--- config.mk ---
export PLATFORM = sky130hd
export DESIGN_NAME = app_arbit_rr_flat
export DESIGN_NICKNAME = d
export VERILOG_FILES = /design/src/rtl/app_arbit_rr_if.sv /design/src/rtl/app_arbit_rr.sv /design/src/flat_wrapper.sv
export SDC_FILE = /design/constraint.sdc
export NUM_CORES = 1
export LEC_CHECK = 0
export CAP_MARGIN = 30
export CORE_MARGIN = 5
export CORE_UTILIZATION = 55
export CTS_CLUSTER_DIAMETER = 30
export DETAILED_ROUTE_END_ITERATION = 16
export PLACE_DENSITY = 0.78
export SYNTH_ARGS = -nofsm -noshare
export SYNTH_HDL_FRONTEND = slang
export SYNTH_SLANG_ARGS = --single-unit
export TNS_END_PERCENT = 100
--- constraint.sdc ---
create_clock -name I_clk -period 2.6 [get_ports I_clk]
set_clock_uncertainty 0.05 [all_clocks]
set_input_delay 0.26 -clock I_clk [delete_from_list [all_inputs] [get_ports I_clk]]
set_output_delay 0.26 -clock I_clk [all_outputs]
set_load 0.02 [all_outputs]
--- src/rtl/app_arbit_rr_if.sv ---
// Handshake bundle between the per-channel DMA masters and the round-robin arbiter.
interface app_arbit_rr_if #(
    parameter int CH_NUM = 4,
    parameter int IDX_W  = (CH_NUM > 1) ? $clog2(CH_NUM) : 1
);
    logic [CH_NUM-1:0] I_req;
    logic [CH_NUM-1:0] I_start;
    logic [CH_NUM-1:0] I_end;
    logic [CH_NUM-1:0] O_vaild;
    logic [IDX_W-1:0]  O_grant_idx;
    logic              O_busy;
    logic              O_timeout;

    // Channel side: raises requests and start/end strobes, watches the grant.
    modport master (
        output I_req, I_start, I_end,
        input  O_vaild, O_grant_idx, O_busy, O_timeout
    );

    // Arbiter side.
    modport slave (
        input  I_req, I_start, I_end,
        output O_vaild, O_grant_idx, O_busy, O_timeout
    );
endinterface

--- src/rtl/app_arbit_rr.sv ---
// N-channel round-robin arbiter for the DDR3 native-port DMA layer.
// One channel at a time is offered the command path; it must raise start
// within TO_CYC cycles (or lose the offer) and then pulse end to release it.
module app_arbit_rr #(
    parameter int CH_NUM = 4,
    parameter int IDX_W  = (CH_NUM > 1) ? $clog2(CH_NUM) : 1,
    parameter int TO_W   = 16,
    parameter int TO_CYC = 1024
) (
    input  logic          I_clk,
    input  logic          I_Rst_n,
    app_arbit_rr_if.slave bus
);

    typedef enum logic [1:0] {
        ST_IDLE  = 2'd0,
        ST_ARB   = 2'd1,
        ST_GRANT = 2'd2,
        ST_XFER  = 2'd3
    } state_t;

    // Reset pointer sits on the last channel so channel 0 wins the first round.
    localparam logic [IDX_W-1:0] PTR_RST = IDX_W'(CH_NUM - 1);
    localparam bit               TO_EN   = (TO_CYC != 0);
    localparam logic [TO_W-1:0]  TO_LAST = TO_W'((TO_CYC == 0) ? 0 : TO_CYC - 1);

    state_t            state_q,    state_nxt;
    logic [CH_NUM-1:0] vaild_q,    vaild_nxt;
    logic [IDX_W-1:0]  idx_q,      idx_nxt;
    logic              timeout_q,  timeout_nxt;
    logic [IDX_W-1:0]  last_ptr_q, last_ptr_nxt;
    logic [CH_NUM-1:0] snap_q,     snap_nxt;
    logic [TO_W-1:0]   to_cnt_q,   to_cnt_nxt;
    logic [CH_NUM-1:0] start_d_q;

    logic [CH_NUM-1:0] start_rise;
    logic              owner_start;
    logic              owner_end;
    logic [IDX_W-1:0]  win_idx;

    // First requesting channel after the last winner, wrapping modulo CH_NUM.
    function automatic logic [IDX_W-1:0] rr_pick(
        input logic [CH_NUM-1:0] snap,
        input logic [IDX_W-1:0]  last
    );
        logic [IDX_W-1:0] pick;
        logic             found;
        int               cand;
        pick  = last;
        found = 1'b0;
        for (int i = 1; i <= CH_NUM; i++) begin
            cand = (int'(last) + i) % CH_NUM;
            if (!found && snap[cand[IDX_W-1:0]]) begin
                found = 1'b1;
                pick  = cand[IDX_W-1:0];
            end
        end
        return pick;
    endfunction

    // Only the owner's strobes matter; idx_q holds the owner from ARB onward.
    assign start_rise  = bus.I_start & ~start_d_q;
    assign owner_start = start_rise[idx_q];
    assign owner_end   = bus.I_end[idx_q];
    assign win_idx     = rr_pick(snap_q, last_ptr_q);

    // Next-state and next-output decode for the arbitration FSM.
    always_comb begin
        // NOTE: every target gets a default before the case so no path leaves it unassigned (no latch).
        state_nxt    = state_q;
        vaild_nxt    = vaild_q;
        idx_nxt      = idx_q;
        timeout_nxt  = 1'b0;
        last_ptr_nxt = last_ptr_q;
        snap_nxt     = snap_q;
        to_cnt_nxt   = to_cnt_q;

        case (state_q)
            ST_IDLE: begin
                if (|bus.I_req) begin
                    snap_nxt  = bus.I_req;
                    state_nxt = ST_ARB;
                end
            end

            ST_ARB: begin
                vaild_nxt    = CH_NUM'(1) << win_idx;
                idx_nxt      = win_idx;
                last_ptr_nxt = win_idx;
                to_cnt_nxt   = '0;
                state_nxt    = ST_GRANT;
            end

            ST_GRANT: begin
                // A start edge on the timeout cycle still counts as a start.
                if (owner_start) begin
                    vaild_nxt = '0;
                    state_nxt = ST_XFER;
                end else if (TO_EN && (to_cnt_q == TO_LAST)) begin
                    vaild_nxt   = '0;
                    timeout_nxt = 1'b1;
                    state_nxt   = ST_IDLE;
                end else if (TO_EN) begin
                    to_cnt_nxt = to_cnt_q + TO_W'(1);
                end
            end

            ST_XFER: begin
                if (owner_end) begin
                    state_nxt = ST_IDLE;
                end
            end

            default: state_nxt = ST_IDLE;
        endcase
    end

    // State and datapath registers, all cleared asynchronously.
    always_ff @(posedge I_clk or negedge I_Rst_n) begin
        // NOTE: these are plain flops, not a memory, so every one of them is put in reset.
        if (!I_Rst_n) begin
            state_q    <= ST_IDLE;
            vaild_q    <= '0;
            idx_q      <= '0;
            timeout_q  <= 1'b0;
            last_ptr_q <= PTR_RST;
            snap_q     <= '0;
            to_cnt_q   <= '0;
            start_d_q  <= '0;
        end else begin
            // NOTE: non-blocking so every flop samples pre-edge values regardless of statement order.
            state_q    <= state_nxt;
            vaild_q    <= vaild_nxt;
            idx_q      <= idx_nxt;
            timeout_q  <= timeout_nxt;
            last_ptr_q <= last_ptr_nxt;
            snap_q     <= snap_nxt;
            to_cnt_q   <= to_cnt_nxt;
            start_d_q  <= bus.I_start;
        end
    end

    assign bus.O_vaild     = vaild_q;
    assign bus.O_grant_idx = idx_q;
    assign bus.O_busy      = (state_q != ST_IDLE);
    assign bus.O_timeout   = timeout_q;

endmodule

--- src/flat_wrapper.sv ---
// flat-port wrapper written by rule: the top's interface ports become plain ports
module app_arbit_rr_flat 
#(
    parameter int CH_NUM = 4,
    parameter int IDX_W  = (CH_NUM > 1) ? $clog2(CH_NUM) : 1,
    parameter int TO_W   = 16,
    parameter int TO_CYC = 1024
)
  (I_clk, I_Rst_n, bus_I_req, bus_I_start, bus_I_end, bus_O_vaild, bus_O_grant_idx, bus_O_busy, bus_O_timeout);
  app_arbit_rr_if #(.CH_NUM(CH_NUM), .IDX_W(IDX_W)) bus_i ();
  input  logic I_clk;
  input  logic I_Rst_n;
  input wire logic [$bits(bus_i.I_req)-1:0] bus_I_req;
  input wire logic [$bits(bus_i.I_start)-1:0] bus_I_start;
  input wire logic [$bits(bus_i.I_end)-1:0] bus_I_end;
  output wire logic [$bits(bus_i.O_vaild)-1:0] bus_O_vaild;
  output wire logic [$bits(bus_i.O_grant_idx)-1:0] bus_O_grant_idx;
  output wire logic [$bits(bus_i.O_busy)-1:0] bus_O_busy;
  output wire logic [$bits(bus_i.O_timeout)-1:0] bus_O_timeout;
  assign bus_i.I_req = bus_I_req;
  assign bus_i.I_start = bus_I_start;
  assign bus_i.I_end = bus_I_end;
  assign bus_O_vaild = bus_i.O_vaild;
  assign bus_O_grant_idx = bus_i.O_grant_idx;
  assign bus_O_busy = bus_i.O_busy;
  assign bus_O_timeout = bus_i.O_timeout;
  app_arbit_rr #(.CH_NUM(CH_NUM), .IDX_W(IDX_W), .TO_W(TO_W), .TO_CYC(TO_CYC)) u_core (.I_clk(I_clk), .I_Rst_n(I_Rst_n), .bus(bus_i));
endmodule
==> reports/metrics.cfg <==
[logic_synthesis]
yosysTopAreaCell=dfrtp_1
ys_seq_elements=35
synth_top_area_share_pct=41.4
yosysSeqAreaShare_pct=44.1
yosysMostFrequentCell=dfrtp_1
syn-mean-instance-area_um2=10.2
synth_common_cells=dfrtp_1 (33), nand2b_1 (13), nand3_1 (13), inv_1 (12), nand2_1 (8)
async_flop_share_pct=100
synth.area.top_cells=dfrtp_1 (41%), nand2b_1 (4.1%), ha_1 (3.8%)
synth_nets=215
syn_area_um2=1990
synthCells=195
synth.distinct_cells=48
ys.flop_type=dfrtp_1
synth_edf_count=0
ys_warn_count=0

[sta]
relSlewSlack_pct=64.5
setup_violations=0
slew_viol_final=0
timing.hold.ws_ns=0.285
rsz0062_at_grt=false
setup_tns_ns=0
finalCritPeriodShare_pct=84.0
timing.fmax_mhz=458
hold_viol=0
min_period_ns=2.18
layout_setup_ws_ns=0.415
tightest_slew_ns=0.525

[final_layout]
multi_input_comb_area_um2=1030
seq_area_um2=878
nets=240
design_area_um2=2330
drive_above_1_share_pct=11.3
final_core_util_pct=68.1
n_antenna_cell=0
fillers=270
area_growth_pct=16.8
instances_no_fill=267

[setup_path]
reg2reg_slack_ns=0.42
cp.required_ns=2.29
crit_path_frequent_cell=inv_1
criticalPathCategory=flip-flop to primary output
critical_path_arrival_ns=1.87
path_cells=inv_1, ha_1, inv_1, clkdlybuf4s50_1
cp-end-kind=primary output
crit_path_top_delay_cell=clkdlybuf4s50_1
start_kind=flip-flop
cpPeakStageDelay_ns=0.60
critPathMaxFanout=9

[placement]
port_buffers=21
place_area_um2=2260
dpl.hpwl_mm=3.05
dpl.cell_count=259
finalWeightedCongestion=0.868
dp_slack_ns=0.355

[grt]
grt_pass1_vias=1584
track_usage_pct=17.9
grt.overflow.total=0
grt_pass1_wl_mm=7.18
grt_max_degree=36
antenna_found_initial=0

[die]
core_area_um2=3420
start_util_pct=58.4
rows=21
ioPinCount=22
die_h_um=70.2
die_w_um=70.2
die_area_um2=4930

[clock_network]
cts.sinks=35
clk_latency_ns=0.34
clockBufferDepth=2
cts_setup_buffers=0
cts_tree=built
cts_resized=0
numCtsBuffers=5
hold_buffers=0
cts_root_buffer=clkbuf_4
clk_pin_slew_ns=0.11
cts_max_level=2

[drt]
detail-route-antenna-nets=0
wl_per_cell_um=15.9
dr.pass1.iters=4
drt_iter0_markers=166
vias_per_cell=6.22
vias=1660
drc=0
totalWireLength_mm=4.24

[pwr]
total_power_mw=2.26
p_per_area_nw_per_um2=973
leakagePower_nw=0.958
peakVddDrop_v=0.000742

[hold_path]
hold_class=input pin to asynchronous set/reset pin

[outcome]
status=finished, final reports clean

[job]
max_cap_violations=0

==> worst max-delay path: cells and delay by family, from the launching register on <==
kind | cells | cell delay [ns]
buffers and inverters | 3 | 0.81
adders and majority gates | 1 | 0.29
DFF | 1 | 0.43
==> state kept, by name, summed over array words and instances, names as in the netlist <==
| register | count |
|---|---|
| u_core.to_cnt_q | 16 |
| u_core.bus.O_grant_idx | 2 |
| u_core.snap_q | 4 |
| u_core.bus.O_vaild | 4 |
| u_core.last_ptr_q | 2 |
| u_core.bus.O_timeout | 1 |
| u_core.start_d_q | 4 |
| u_core.state_q | 2 |
==> per-layer routing <==
layer  part of all wire, %  wire, µm  up-vias  global-route usage (%)
li1                      -         -      798                       -
met1                    43      1820      805                    24.0
met2                    49      2100       51                    28.2
met3                   6.0       255        6                    3.73
met4                   1.6        67        0                    6.81
met5                     0         0        -                       0
==> cell families (layout without fill, tap and decap cells) <==
| family | Yosys count | after routing | share of synthesized area [%] |
|---|---|---|---|
| AO/OA/AOI/OAI | 46 | 46 | 17.7 |
| adder cells (fa/ha/maj) | 6 | 6 | 3.77 |
| flip-flops | 35 | 35 | 44.1 |
| buffers and inverters | 20 | 46 | 4.27 |
| multiplexers | 5 | 5 | 3.14 |
| AND/OR/NAND/NOR | 83 | 83 | 27.1 |
==> power by group <==
part / internal, mW / switching (mW)
combinational: 0.522 / 0.613
sequential: 0.677 / 0.120
clock: 0.159 / 0.172
==> cells in the final DEF (no fill, tap or decap), drive strengths merged, types with 3 or more instances in the layout <==
master	Yosys	layout
clkbuf	5	8
or4	8	8
a22o	7	7
o22ai	4	4
ha	6	6
clkdlybuf4s50	0	21
a21oi	6	6
dfrtp	33	33
buf	3	5
nand3	14	14
o211ai	5	5
nand4	7	7
nor2	5	5
o311ai	7	7
and4	3	3
and3	3	3
o21ai	3	3
inv	12	12
nand2b	13	13
o31ai	4	4
nand2	9	9
a31oi	3	3
mux2i	4	4
or2	3	3
nor2b	3	3
==> worst paths after layout <==
check,start,endpoint,depth (start not counted)
max,u_core.state_q[1]$_DFFE_PN0P_,bus_O_busy,4
min in group I_clk,bus_I_start[3],u_core.start_d_q[3]$_DFF_PN0_,1
max reg2reg,u_core.to_cnt_q[13]$_DFFE_PN0P_,u_core.bus.O_vaild[0]$_DFFE_PN0P_,5
min,I_Rst_n,u_core.snap_q[3]$_DFFE_PN0P_,2
max in group asynchronous,I_Rst_n,u_core.last_ptr_q[1]$_DFFE_PN1N_,2
min reg2reg,u_core.bus.O_vaild[2]$_DFFE_PN0P_,u_core.bus.O_vaild[2]$_DFFE_PN0P_,1
==> cell type report <==
cell class / count / share of cell area, %
multi-input cells: 140 / 44.2
flip-flops and latches: 35 / 37.7
repair buffers: 26 / 10.6
clock buffers: 8 / 2.96
well taps: 46 / 2.47
inverters: 12 / 1.94
No activity file was read; power rests on OpenSTA's default activity.
